[src/rtl/mdio_pkg.sv]
// -----------------------------------------------------------------------------
// mdio_pkg
// Shared constants, FSM state type and frame builder for the Clause 22
// MDIO management master.
//   ST / OP_WR / OP_RD / TA_WR : fixed frame field codes
//   PRE_LEN .. DATA_LEN        : bit lengths of each frame section
//   state_t                    : sequencing FSM state encoding
//   build_frame()              : assembles the 64-bit MSB-first MDIO frame
// -----------------------------------------------------------------------------
package mdio_pkg;

    localparam logic [1:0] ST    = 2'b01;
    localparam logic [1:0] OP_WR = 2'b01;
    localparam logic [1:0] OP_RD = 2'b10;
    localparam logic [1:0] TA_WR = 2'b10;

    localparam int PRE_LEN  = 32;
    localparam int HDR_LEN  = 14;
    localparam int TA_LEN   = 2;
    localparam int DATA_LEN = 16;

    typedef enum logic [2:0] {
        S_IDLE,
        S_PRE,
        S_HDR,
        S_TA,
        S_DATA,
        S_DONE
    } state_t;

    // Reads carry all-ones in TA/data so the (undriven) output stays at idle level.
    function automatic logic [63:0] build_frame(
        input logic        write,
        input logic [4:0]  phyad,
        input logic [4:0]  regad,
        input logic [15:0] wdata
    );
        if (write)
            return {32'hFFFF_FFFF, ST, OP_WR, phyad, regad, TA_WR, wdata};
        else
            return {32'hFFFF_FFFF, ST, OP_RD, phyad, regad, 2'b11, 16'hFFFF};
    endfunction

endpackage

[src/rtl/mdio_clk_gen.sv]
// -----------------------------------------------------------------------------
// mdio_clk_gen
// Generates MDC from the system clock while enabled: MDC_DIV cycles low, then
// MDC_DIV cycles high per MDIO bit. MDC is held low with the divider cleared
// whenever en is low, so no MDC edge appears outside a frame.
// Ports:
//   clk, rst   : system clock, asynchronous active-high reset
//   en         : frame in progress
//   mdc        : MDC output (registered)
//   bit_start  : high in the last cycle of a bit; the edge ending it drops MDC
//                and begins the next bit
//   sample     : high in the last low cycle of a bit; the edge ending it raises
//                MDC and is where MDIO input is captured
// -----------------------------------------------------------------------------
module mdio_clk_gen #(
    parameter int unsigned MDC_DIV = 10
) (
    input  logic clk,
    input  logic rst,
    input  logic en,
    output logic mdc,
    output logic bit_start,
    output logic sample
);

    localparam logic [15:0] LAST = 16'(MDC_DIV - 1);

    logic [15:0] cnt;
    logic        phase_end;

    assign phase_end = (cnt == LAST);
    assign sample    = en && !mdc && phase_end;
    assign bit_start = en &&  mdc && phase_end;

    // NOTE: non-blocking (<=) for all clocked state so every flop sees pre-edge values.
    always_ff @(posedge clk or posedge rst) begin
        if (rst) begin
            cnt <= '0;
            mdc <= 1'b0;
        end else if (!en) begin
            cnt <= '0;
            mdc <= 1'b0;
        end else if (phase_end) begin
            cnt <= '0;
            mdc <= ~mdc;
        end else begin
            cnt <= cnt + 16'd1;
        end
    end

endmodule

[src/rtl/gmii_mdio_master.sv]
// -----------------------------------------------------------------------------
// gmii_mdio_master
// IEEE 802.3 Clause 22 MDIO master. Accepts one register access over a
// valid/ready handshake, shifts out the MDIO frame MSB first, and for reads
// releases MDIO from TA onward and captures the 16 data bits.
// Parameters:
//   MDC_DIV           : MDC half-period in sig_CLK cycles (>= 1)
// Optional build macro:
//   MDIO_PREAMBLE_SUPPRESS_EN : adds sig_REQ_NO_PRE; when set on a request the
//                               32-bit preamble is skipped
// Ports:
//   sig_CLK, sig_RESET        : clock, asynchronous active-high reset
//   sig_REQ_*                 : request handshake and fields
//   sig_RSP_VALID/RDATA/ERR   : one-cycle completion strobe, read data, TA fault
//   sig_MDCLK                 : MDC to PHY
//   sig_MDIO_O/OE/I           : MDIO drive value, drive enable, pad input
// -----------------------------------------------------------------------------
module gmii_mdio_master
    import mdio_pkg::*;
#(
    parameter int unsigned MDC_DIV = 10
) (
    input  logic        sig_CLK,
    input  logic        sig_RESET,
    input  logic        sig_REQ_VALID,
    output logic        sig_REQ_READY,
    input  logic        sig_REQ_WRITE,
    input  logic [4:0]  sig_REQ_PHYAD,
    input  logic [4:0]  sig_REQ_REGAD,
    input  logic [15:0] sig_REQ_WDATA,
`ifdef MDIO_PREAMBLE_SUPPRESS_EN
    input  logic        sig_REQ_NO_PRE,
`endif
    output logic        sig_RSP_VALID,
    output logic [15:0] sig_RSP_RDATA,
    output logic        sig_RSP_ERR,
    output logic        sig_MDCLK,
    output logic        sig_MDIO_O,
    output logic        sig_MDIO_OE,
    input  logic        sig_MDIO_I
);

    state_t      state, state_nx;
    logic [5:0]  bit_cnt, bit_cnt_nx, last_idx;
    logic        accept, in_frame, last_bit;
    logic        bit_start, sample;
    logic        req_no_pre;
    logic        is_write;
    logic [63:0] frame_new, frame_load;
    logic [62:0] sr;       // bits still to be sent after the one on MDIO_O
    logic [15:0] rx;       // read data being assembled
    logic        ta_err;

`ifdef MDIO_PREAMBLE_SUPPRESS_EN
    assign req_no_pre = sig_REQ_NO_PRE;
`else
    assign req_no_pre = 1'b0;
`endif

    assign accept        = sig_REQ_VALID && (state == S_IDLE);
    assign in_frame      = state inside {S_PRE, S_HDR, S_TA, S_DATA};
    assign sig_REQ_READY = (state == S_IDLE);
    assign sig_RSP_VALID = (state == S_DONE);

    // Without preamble the frame begins at ST, so the low 32 bits move to the top.
    assign frame_new  = build_frame(sig_REQ_WRITE, sig_REQ_PHYAD, sig_REQ_REGAD, sig_REQ_WDATA);
    assign frame_load = req_no_pre ? {frame_new[31:0], 32'hFFFF_FFFF} : frame_new;

    mdio_clk_gen #(
        .MDC_DIV   (MDC_DIV)
    ) u_clk_gen (
        .clk       (sig_CLK),
        .rst       (sig_RESET),
        .en        (in_frame),
        .mdc       (sig_MDCLK),
        .bit_start (bit_start),
        .sample    (sample)
    );

    always_comb begin
        last_idx = '0;
        case (state)
            S_PRE:   last_idx = 6'(PRE_LEN - 1);
            S_HDR:   last_idx = 6'(HDR_LEN - 1);
            S_TA:    last_idx = 6'(TA_LEN - 1);
            S_DATA:  last_idx = 6'(DATA_LEN - 1);
            default: last_idx = '0;
        endcase
    end

    assign last_bit = (bit_cnt == last_idx);

    // NOTE: defaults first so every path assigns the next-state signals and no latch is inferred.
    always_comb begin
        state_nx   = state;
        bit_cnt_nx = bit_cnt;
        case (state)
            S_IDLE: begin
                if (accept) begin
                    state_nx   = req_no_pre ? S_HDR : S_PRE;
                    bit_cnt_nx = '0;
                end
            end
            S_PRE, S_HDR, S_TA, S_DATA: begin
                if (bit_start) begin
                    if (last_bit) begin
                        bit_cnt_nx = '0;
                        case (state)
                            S_PRE:   state_nx = S_HDR;
                            S_HDR:   state_nx = S_TA;
                            S_TA:    state_nx = S_DATA;
                            default: state_nx = S_DONE;
                        endcase
                    end else begin
                        bit_cnt_nx = bit_cnt + 6'd1;
                    end
                end
            end
            S_DONE:  state_nx = S_IDLE;
            default: state_nx = S_IDLE;
        endcase
    end

    always_ff @(posedge sig_CLK or posedge sig_RESET) begin
        if (sig_RESET) begin
            state   <= S_IDLE;
            bit_cnt <= '0;
        end else begin
            state   <= state_nx;
            bit_cnt <= bit_cnt_nx;
        end
    end

    always_ff @(posedge sig_CLK or posedge sig_RESET) begin
        if (sig_RESET) begin
            sr            <= '0;
            rx            <= '0;
            ta_err        <= 1'b0;
            is_write      <= 1'b0;
            sig_MDIO_O    <= 1'b1;
            sig_MDIO_OE   <= 1'b0;
            sig_RSP_RDATA <= '0;
            sig_RSP_ERR   <= 1'b0;
        end else begin
            if (accept) begin
                // First bit goes out on the same edge that starts the first MDC low phase.
                sr          <= frame_load[62:0];
                sig_MDIO_O  <= frame_load[63];
                sig_MDIO_OE <= 1'b1;
                is_write    <= sig_REQ_WRITE;
                ta_err      <= 1'b0;
            end else if (bit_start) begin
                if (state == S_DATA && last_bit) begin
                    sig_MDIO_O  <= 1'b1;
                    sig_MDIO_OE <= 1'b0;
                    if (!is_write) begin
                        sig_RSP_RDATA <= rx;
                        sig_RSP_ERR   <= ta_err;
                    end else begin
                        sig_RSP_ERR   <= 1'b0;
                    end
                end else begin
                    sig_MDIO_O <= sr[62];
                    sr         <= {sr[61:0], 1'b1};
                    // Reads hand the bus to the PHY from the first TA bit.
                    if (state == S_HDR && last_bit && !is_write)
                        sig_MDIO_OE <= 1'b0;
                end
            end

            if (sample) begin
                // Only the second TA bit is defined (PHY drives 0); first is Z.
                if (state == S_TA && bit_cnt == 6'd1)
                    ta_err <= sig_MDIO_I;
                if (state == S_DATA)
                    rx <= {rx[14:0], sig_MDIO_I};
            end
        end
    end

endmodule

[config.mk]
export PLATFORM = sky130hd
export DESIGN_NAME = gmii_mdio_master
export DESIGN_NICKNAME = d
export VERILOG_FILES = /design/src/rtl/mdio_pkg.sv /design/src/rtl/mdio_clk_gen.sv /design/src/rtl/gmii_mdio_master.sv
export SDC_FILE = /design/constraint.sdc
export NUM_CORES = 1
export LEC_CHECK = 0
export CELL_PAD_IN_SITES_DETAIL_PLACEMENT = 0
export CELL_PAD_IN_SITES_GLOBAL_PLACEMENT = 1
export CORE_ASPECT_RATIO = 1.1
export CORE_MARGIN = 5
export CORE_UTILIZATION = 45
export DETAILED_ROUTE_END_ITERATION = 10
export GPL_ROUTABILITY_DRIVEN = 0
export MAX_ROUTING_LAYER = met4
export PLACE_DENSITY_LB_ADDON = 0.15
export REMOVE_ABC_BUFFERS = 1
export SLEW_MARGIN = 20
export SYNTH_ARGS = -nofsm -noshare
export SYNTH_HDL_FRONTEND = slang
export SYNTH_SLANG_ARGS = --single-unit
export TNS_END_PERCENT = 30
[constraint.sdc]
create_clock -name sig_CLK -period 4.7 [get_ports sig_CLK]
set_input_delay 0.94 -clock sig_CLK [delete_from_list [all_inputs] [get_ports sig_CLK]]
set_output_delay 0.94 -clock sig_CLK [all_outputs]
set_load 0.02 [all_outputs]
**Yosys cells after proc, flatten, opt, wreduce, memory -nomap -nowiden**

Index checks and enable logic that the tools add are counted.

- Logic and storage cells: 83
- Output and inout bits: 22
- Bits of input ports: 31
- Flip-flop bits (word level): 126

- Mux-type cells: 29
- Bitwise logic cells: 3
- Equality and inequality tests: 13
- Add/subtract/negate cells: 2
- Reductions and logical operators: 24

Operators by type and width:

| cell | number |
|---|---|
| 63-bit two-way mux | 3 |
| 16-bit two-way mux | 2 |
| 30-bit two-way mux | 1 |
| 5-bit one-hot mux with 4 select lines | 1 |
| 6-bit two-way mux | 3 |
| 16-bit by 1-bit adder with 16-bit output (second input constant) | 1 |
| 16-bit by 4-bit equality test with 1-bit output (second input constant) | 1 |
| 1-bit two-way mux | 13 |
| 6-bit one-hot mux with 2 select lines | 1 |
| 1-bit logical AND | 9 |
| 3-bit two-way mux | 3 |
| 3-bit one-hot mux with 3 select lines | 1 |
| 3-bit AND reduction | 3 |
| 2-bit inequality test (second input constant) | 4 |
| 6-bit by 1-bit adder with 6-bit output (second input constant) | 1 |
| 3-bit by 2-bit equality test with 1-bit output (second input constant) | 2 |
| 3-bit equality test (second input constant) | 2 |
| 6-bit by 1-bit equality test with 1-bit output (second input constant) | 1 |
| 6-bit equality test | 1 |
| 3-bit one-hot mux with 2 select lines | 1 |
| 2-bit AND reduction | 3 |
| 4-bit AND reduction | 1 |
| 2-bit nonzero test | 2 |
| 4-bit nonzero test | 1 |
| other kinds (7) | 10 |

**Longest topological paths before layout**

- Depth after elaboration: 9
- Mapped depth: 10
- Gate-level depth less buffers: 8

**By module**

A second synthesis with hierarchy kept.

- Cell total of the unflattened synthesis: 445
- Area, all modules: 5514.0 sq um

By module, submodules not included:

| module | cells each | instances | area each (sq um) | seq. area each (sq um) |
|---|---|---|---|---|
| gmii_mdio_master | 354 | 1 | 4605.7 | 2728.9 |
| mdio_clk_gen | 91 | 1 | 908.4 | 425.4 |

**Worst setup path before layout**

No wires, ideal clock.

- Path type: register to register
- Start: register state[0]
- End: register sig_RSP_RDATA[0]
- Setup time: 125 ps
- Period minus slack after synthesis: 2528 ps
- Arrival time: 2403 ps
- Path slack: 2172 ps
- Path buffers: 2
- Required time: 4575 ps
- Stages on the path, launching flop included: 9
- Path through: dfrtp_1 > o21a_2 > a211o_1 > mux2_4 > nand4_2 > or4_1 > buf_2 > buf_6 > mux2_4

- Word-level cells in the longest chain between the ends: 5
- Elaborated cells on any way between the ends: 14
- Classes of those cells: eq/ne: 5; mux: 1; bitwise: 1; reduce/logical: 7

RTL lines:

| item | line | source |
|---|---|---|
| from (decl) | gmii_mdio_master.sv:43 | `state_t state, state_nx;` |
| from (signal assigned) | gmii_mdio_master.sv:129 | `state <= state_nx;` |
| 3-bit equality test, or another cell as far along | gmii_mdio_master.sv:61, gmii_mdio_master.sv:82, gmii_mdio_master.sv:153 |  |
| 5-bit one-hot mux with 4 select lines / 4-bit nonzero test (equally long branches) | gmii_mdio_master.sv:82, gmii_mdio_master.sv:61 |  |
| 6-bit equality test / 1-bit logical AND (equally long branches) | gmii_mdio_master.sv:91, mdio_clk_gen.sv:33 |  |
| 1-bit logical AND, on equally long branches | gmii_mdio_master.sv:153, mdio_clk_gen.sv:33 |  |
| 4-bit AND reduction (no line) * | - |  |
| to (signal assigned) | gmii_mdio_master.sv:157 | `sig_RSP_RDATA <= rx;` |
| to (decl) | gmii_mdio_master.sv:35 | `output logic [15:0] sig_RSP_RDATA,` |

Every way passes the cells marked *; elsewhere a longest branch is shown, timed or not.
A chain may end at the register's enable or synchronous reset.

**Final worst setup path**

- Start: register u_clk_gen.cnt[8]
- End: register sr[44]

- Word-level cells in the longest chain between the ends: 4

RTL lines:

| item | line | source |
|---|---|---|
| from (decl) | mdio_clk_gen.sv:28 | `logic [15:0] cnt;` |
| from (signal assigned) | mdio_clk_gen.sv:47 | `cnt <= cnt + 16'd1;` |
| 16-bit by 4-bit equality test with 1-bit output | mdio_clk_gen.sv:31 | `assign phase_end = (cnt == LAST);` |
| 1-bit logical AND | mdio_clk_gen.sv:33 | `assign bit_start = en && mdc && phase_end;` |
| 2-bit nonzero test (no line) | - |  |
| 2-bit AND reduction (no line) | - |  |
| to (signal assigned) | gmii_mdio_master.sv:147 | `sr <= frame_load[62:0];` |
| to (signal assigned) | gmii_mdio_master.sv:164 | `sr <= {sr[61:0], 1'b1};` |
| to (decl) | gmii_mdio_master.sv:50 | `logic [62:0] sr;` |

No other way between the ends.

==> impl_metrics.toml <==
[floorplan]
die_area_sq_um = 15300
num_rows = 43
die_h_microns = 129
fp.dieW_microns = 118
io_pins = 53
coreArea_sq_um = 12600
initial_core_util_pct = 46.1

[power]
peakVddDrop_uv = 312
netSwitchingPower_mw = 1.06
switching_share_pct = 28.2
sequentialPowerShare_pct = 43.2
internal_power_mw = 2.70
power.share.clock_pct = 37.7
p_per_area_nw_per_um2 = 529
combinationalPowerShare_pct = 19.1
leakagePower_nw = 3.18

[global_routing]
grt_pass1_wl_microns = 20000
grt_pass1_vias = 4117
overflow = 0
grt_max_degree = 80
grt_use_total_pct = 16.5
antenna_found_initial = 0

[placed_design]
hpwlAfterDp_microns = 7200
postPlaceCellArea_sq_um = 6430
numPortBuffers = 52
preCtsSetupSlack_ns = 0.993

[yosys]
synth_edf_count = 0
synth_xor_area_share_pct = 2.26
synth_adder_area_share_pct = 0.859
ys_ff_latch = 126
ys_types = 54
syn_area_sq_um = 5820
synthCells = 552
synthMuxAreaShare_pct = 12.2
synth-seq-area-share_pct = 54.2
yosys_most_used_dff = "dfrtp_1"
synth_top_family_by_area = "compound AO/OA/AOI/OAI gates"
synth_compound_area_share_pct = 13.1
synth_simple_gate_area_share_pct = 12.6
synthArstFlopShare_pct = 100
yosys_warnings = 0
avgSynthCellArea_sq_um = 10.6

[clocking]
cts_buffers = 17
clock-sinks = 126
clkTransAtPathRegs_ns = 0.06
clock_latency_ns = 0.41
cts-root-buf = "clkbuf_16"
ctsHoldBuffers = 0
htreeDepth = 4
cts_buffer_depth = 2
post_cts_buffers = 0
cts_resized = 0
cts_tree = "yes"

[setup_path]
worstPathMaxFanout = 36
path_class = "reg -> reg"
reg2reg_slack_ns = 1.28
worstReg2RegStart = "u_clk_gen.cnt[8]"
r2r_cells = 7
cp-end-kind = "flip-flop"
critPathArrivalTime_ns = 3.69
r2r-end = "sr[44]"
cp.required_ns = 4.97
cp-start-kind = "flip-flop"

[routing]
final_antenna_net_count = 0
drcViolationCount = 0
vias = 4088
drt-total-wl_microns = 11400
via_per_inst = 5.36
first_iter_violations = 326
routedWlPerCell_microns = 15.0
drt-pass1-iter-count = 4

[sta]
hold_violations = 0
setup_ws_ns = 1.28
fin_setup_tns_ns = 0
maxSlewViolCount = 0
tightest_slew_ns = 0.874
slew_headroom_pct = 41.8
finalCritPeriodShare_pct = 72.7
grt_setup_unrepaired = "no"
max_freq_mhz = 292
period_needed_ns = 3.42
final-setup-viol-count = 0
finClkSkew_ns = 0.00828

[finish]
drive_gt1_share_pct = 15.7
area_growth_syn_to_layout_pct = 21.7
num_antenna_cells = 0
layout_commonest_cell = "dfrtp_1"
final_nets = 627
seq_area_sq_um = 3150
fillers = 1130
multi_input_area_sq_um = 2400
mostFrequentLayoutCells = "dfrtp_1, a21oi_1, nor2_1"
stdcell_area_sq_um = 7090

[run]
drv_cap = 0

[min_path]
hold_path_end = "sr[2]"
hp-start = "sr[2]"
hold_class = "reg -> reg"
hold_depth = 1

[run_status]
status = "finished clean"
-- cells in the mapped netlist, types with 7 or more instances --
master | count | area share [%]
a21oi_1 | 90 | 7.7
a31oi_1 | 18 | 1.9
clkbuf_1 | 22 | 1.4
dfrtp_1 | 125 | 54
inv_1 | 24 | 1.5
mux2_1 | 9 | 1.7
mux2_2 | 29 | 5.6
mux2_4 | 11 | 2.8
mux2i_1 | 12 | 2.1
nand2_1 | 23 | 1.5
nand3_1 | 11 | 0.95
nand4_1 | 9 | 0.97
nor2_1 | 76 | 4.9
nor3_1 | 7 | 0.60
xor2_1 | 10 | 1.5
-- power by group through the flow --
stage / Sequential, mW / Combinational, mW / Clock, mW
after global routing: 1.67 / 0.841 / 1.51
after global placement: 1.62 / 0.706 / 0
after floorplan: 1.59 / 0.563 / 0
after CTS: 1.62 / 0.734 / 1.45
final: 1.62 / 0.718 / 1.41
after detailed placement: 1.63 / 0.733 / 0
-- kinds of logic (layout without fill, tap and decap cells) --
family                     count (synthesis)  after routing
and+or+nand+nor                          152            152
AOI/OAI and AO/OA                        133            133
DFF                                      126            126
muxes                                     61             61
buffers and inverters                     61            114
xor gates and xnor gates                  15             15
adders and majority gates                  4              4
-- per-stage QoR --
stage / cells / total power [mW] / utilization [%] / hold slack (ns)
detailed placement: 730 / 2.36 / 50.8 / 0.475
finish: 762 / 3.75 / 56.0 / 0.488
floorplan: 515 / 2.15 / - / 0.459
global route: 762 / 4.01 / 56.0 / 0.508
CTS: 762 / 3.80 / 56.0 / 0.488
global placement: 730 / 2.33 / 50.8 / 0.467
-- cell type report --
| class | instances | share of cell area [%] |
|---|---|---|
| flip-flops and latches | 126 | 44.5 |
| multi-input cells | 365 | 33.9 |
| repair buffers | 58 | 8.33 |
| clock buffers | 20 | 6.59 |
| well taps | 157 | 2.77 |
| clock inverters | 12 | 2.56 |
| inverters | 24 | 1.34 |
-- how the worst max path moves through the flow --
| stage | startpoint | cells after the start | to |
|---|---|---|---|
| 6_report | u_clk_gen.cnt[8] | 7 | sr[44] |
| 3_3_place_gp | sig_REQ_VALID | 7 | sr[31] |
| 3_5_place_dp | sig_REQ_VALID | 7 | sr[44] |
| 5_1_grt | u_clk_gen.cnt[8] | 7 | sr[58] |
| 2_1_floorplan | sig_RESET | 1 | bit_cnt[0] |
| 4_1_cts | u_clk_gen.cnt[9] | 7 | sr[44] |
-- worst max-delay path: stages (launching register included) --
cell	delay, ns
dfrtp_1	0.41
nor4_1	0.42
nand4_2	0.30
a221o_1	0.52
or2_1	0.42
a21oi_4	0.60
buf_4	0.47
a21oi_1	0.12
-- layer usage --
layer / vias to the layer above / track usage (%) / part of all wire [%]
met5: - / - / 0
met4: 0 / 5.60 / 0.81
met3: 7 / 4.32 / 3.5
met2: 84 / 25.6 / 48
met1: 1988 / 21.2 / 47
li1: 2009 / - / -
-- registers in the layout (all words and copies together) (netlist names) --
| signal | count |
|---|---|
| u_clk_gen.mdc | 1 |
| sr | 63 |
| state | 3 |
| rx | 16 |
| sig_MDIO_O | 1 |
| sig_RSP_ERR | 1 |
| bit_cnt | 6 |
| sig_MDIO_OE | 1 |
| is_write | 1 |
| ta_err | 1 |
| u_clk_gen.cnt | 16 |
| sig_RSP_RDATA | 16 |
No activity file was read; power rests on OpenSTA's default activity.
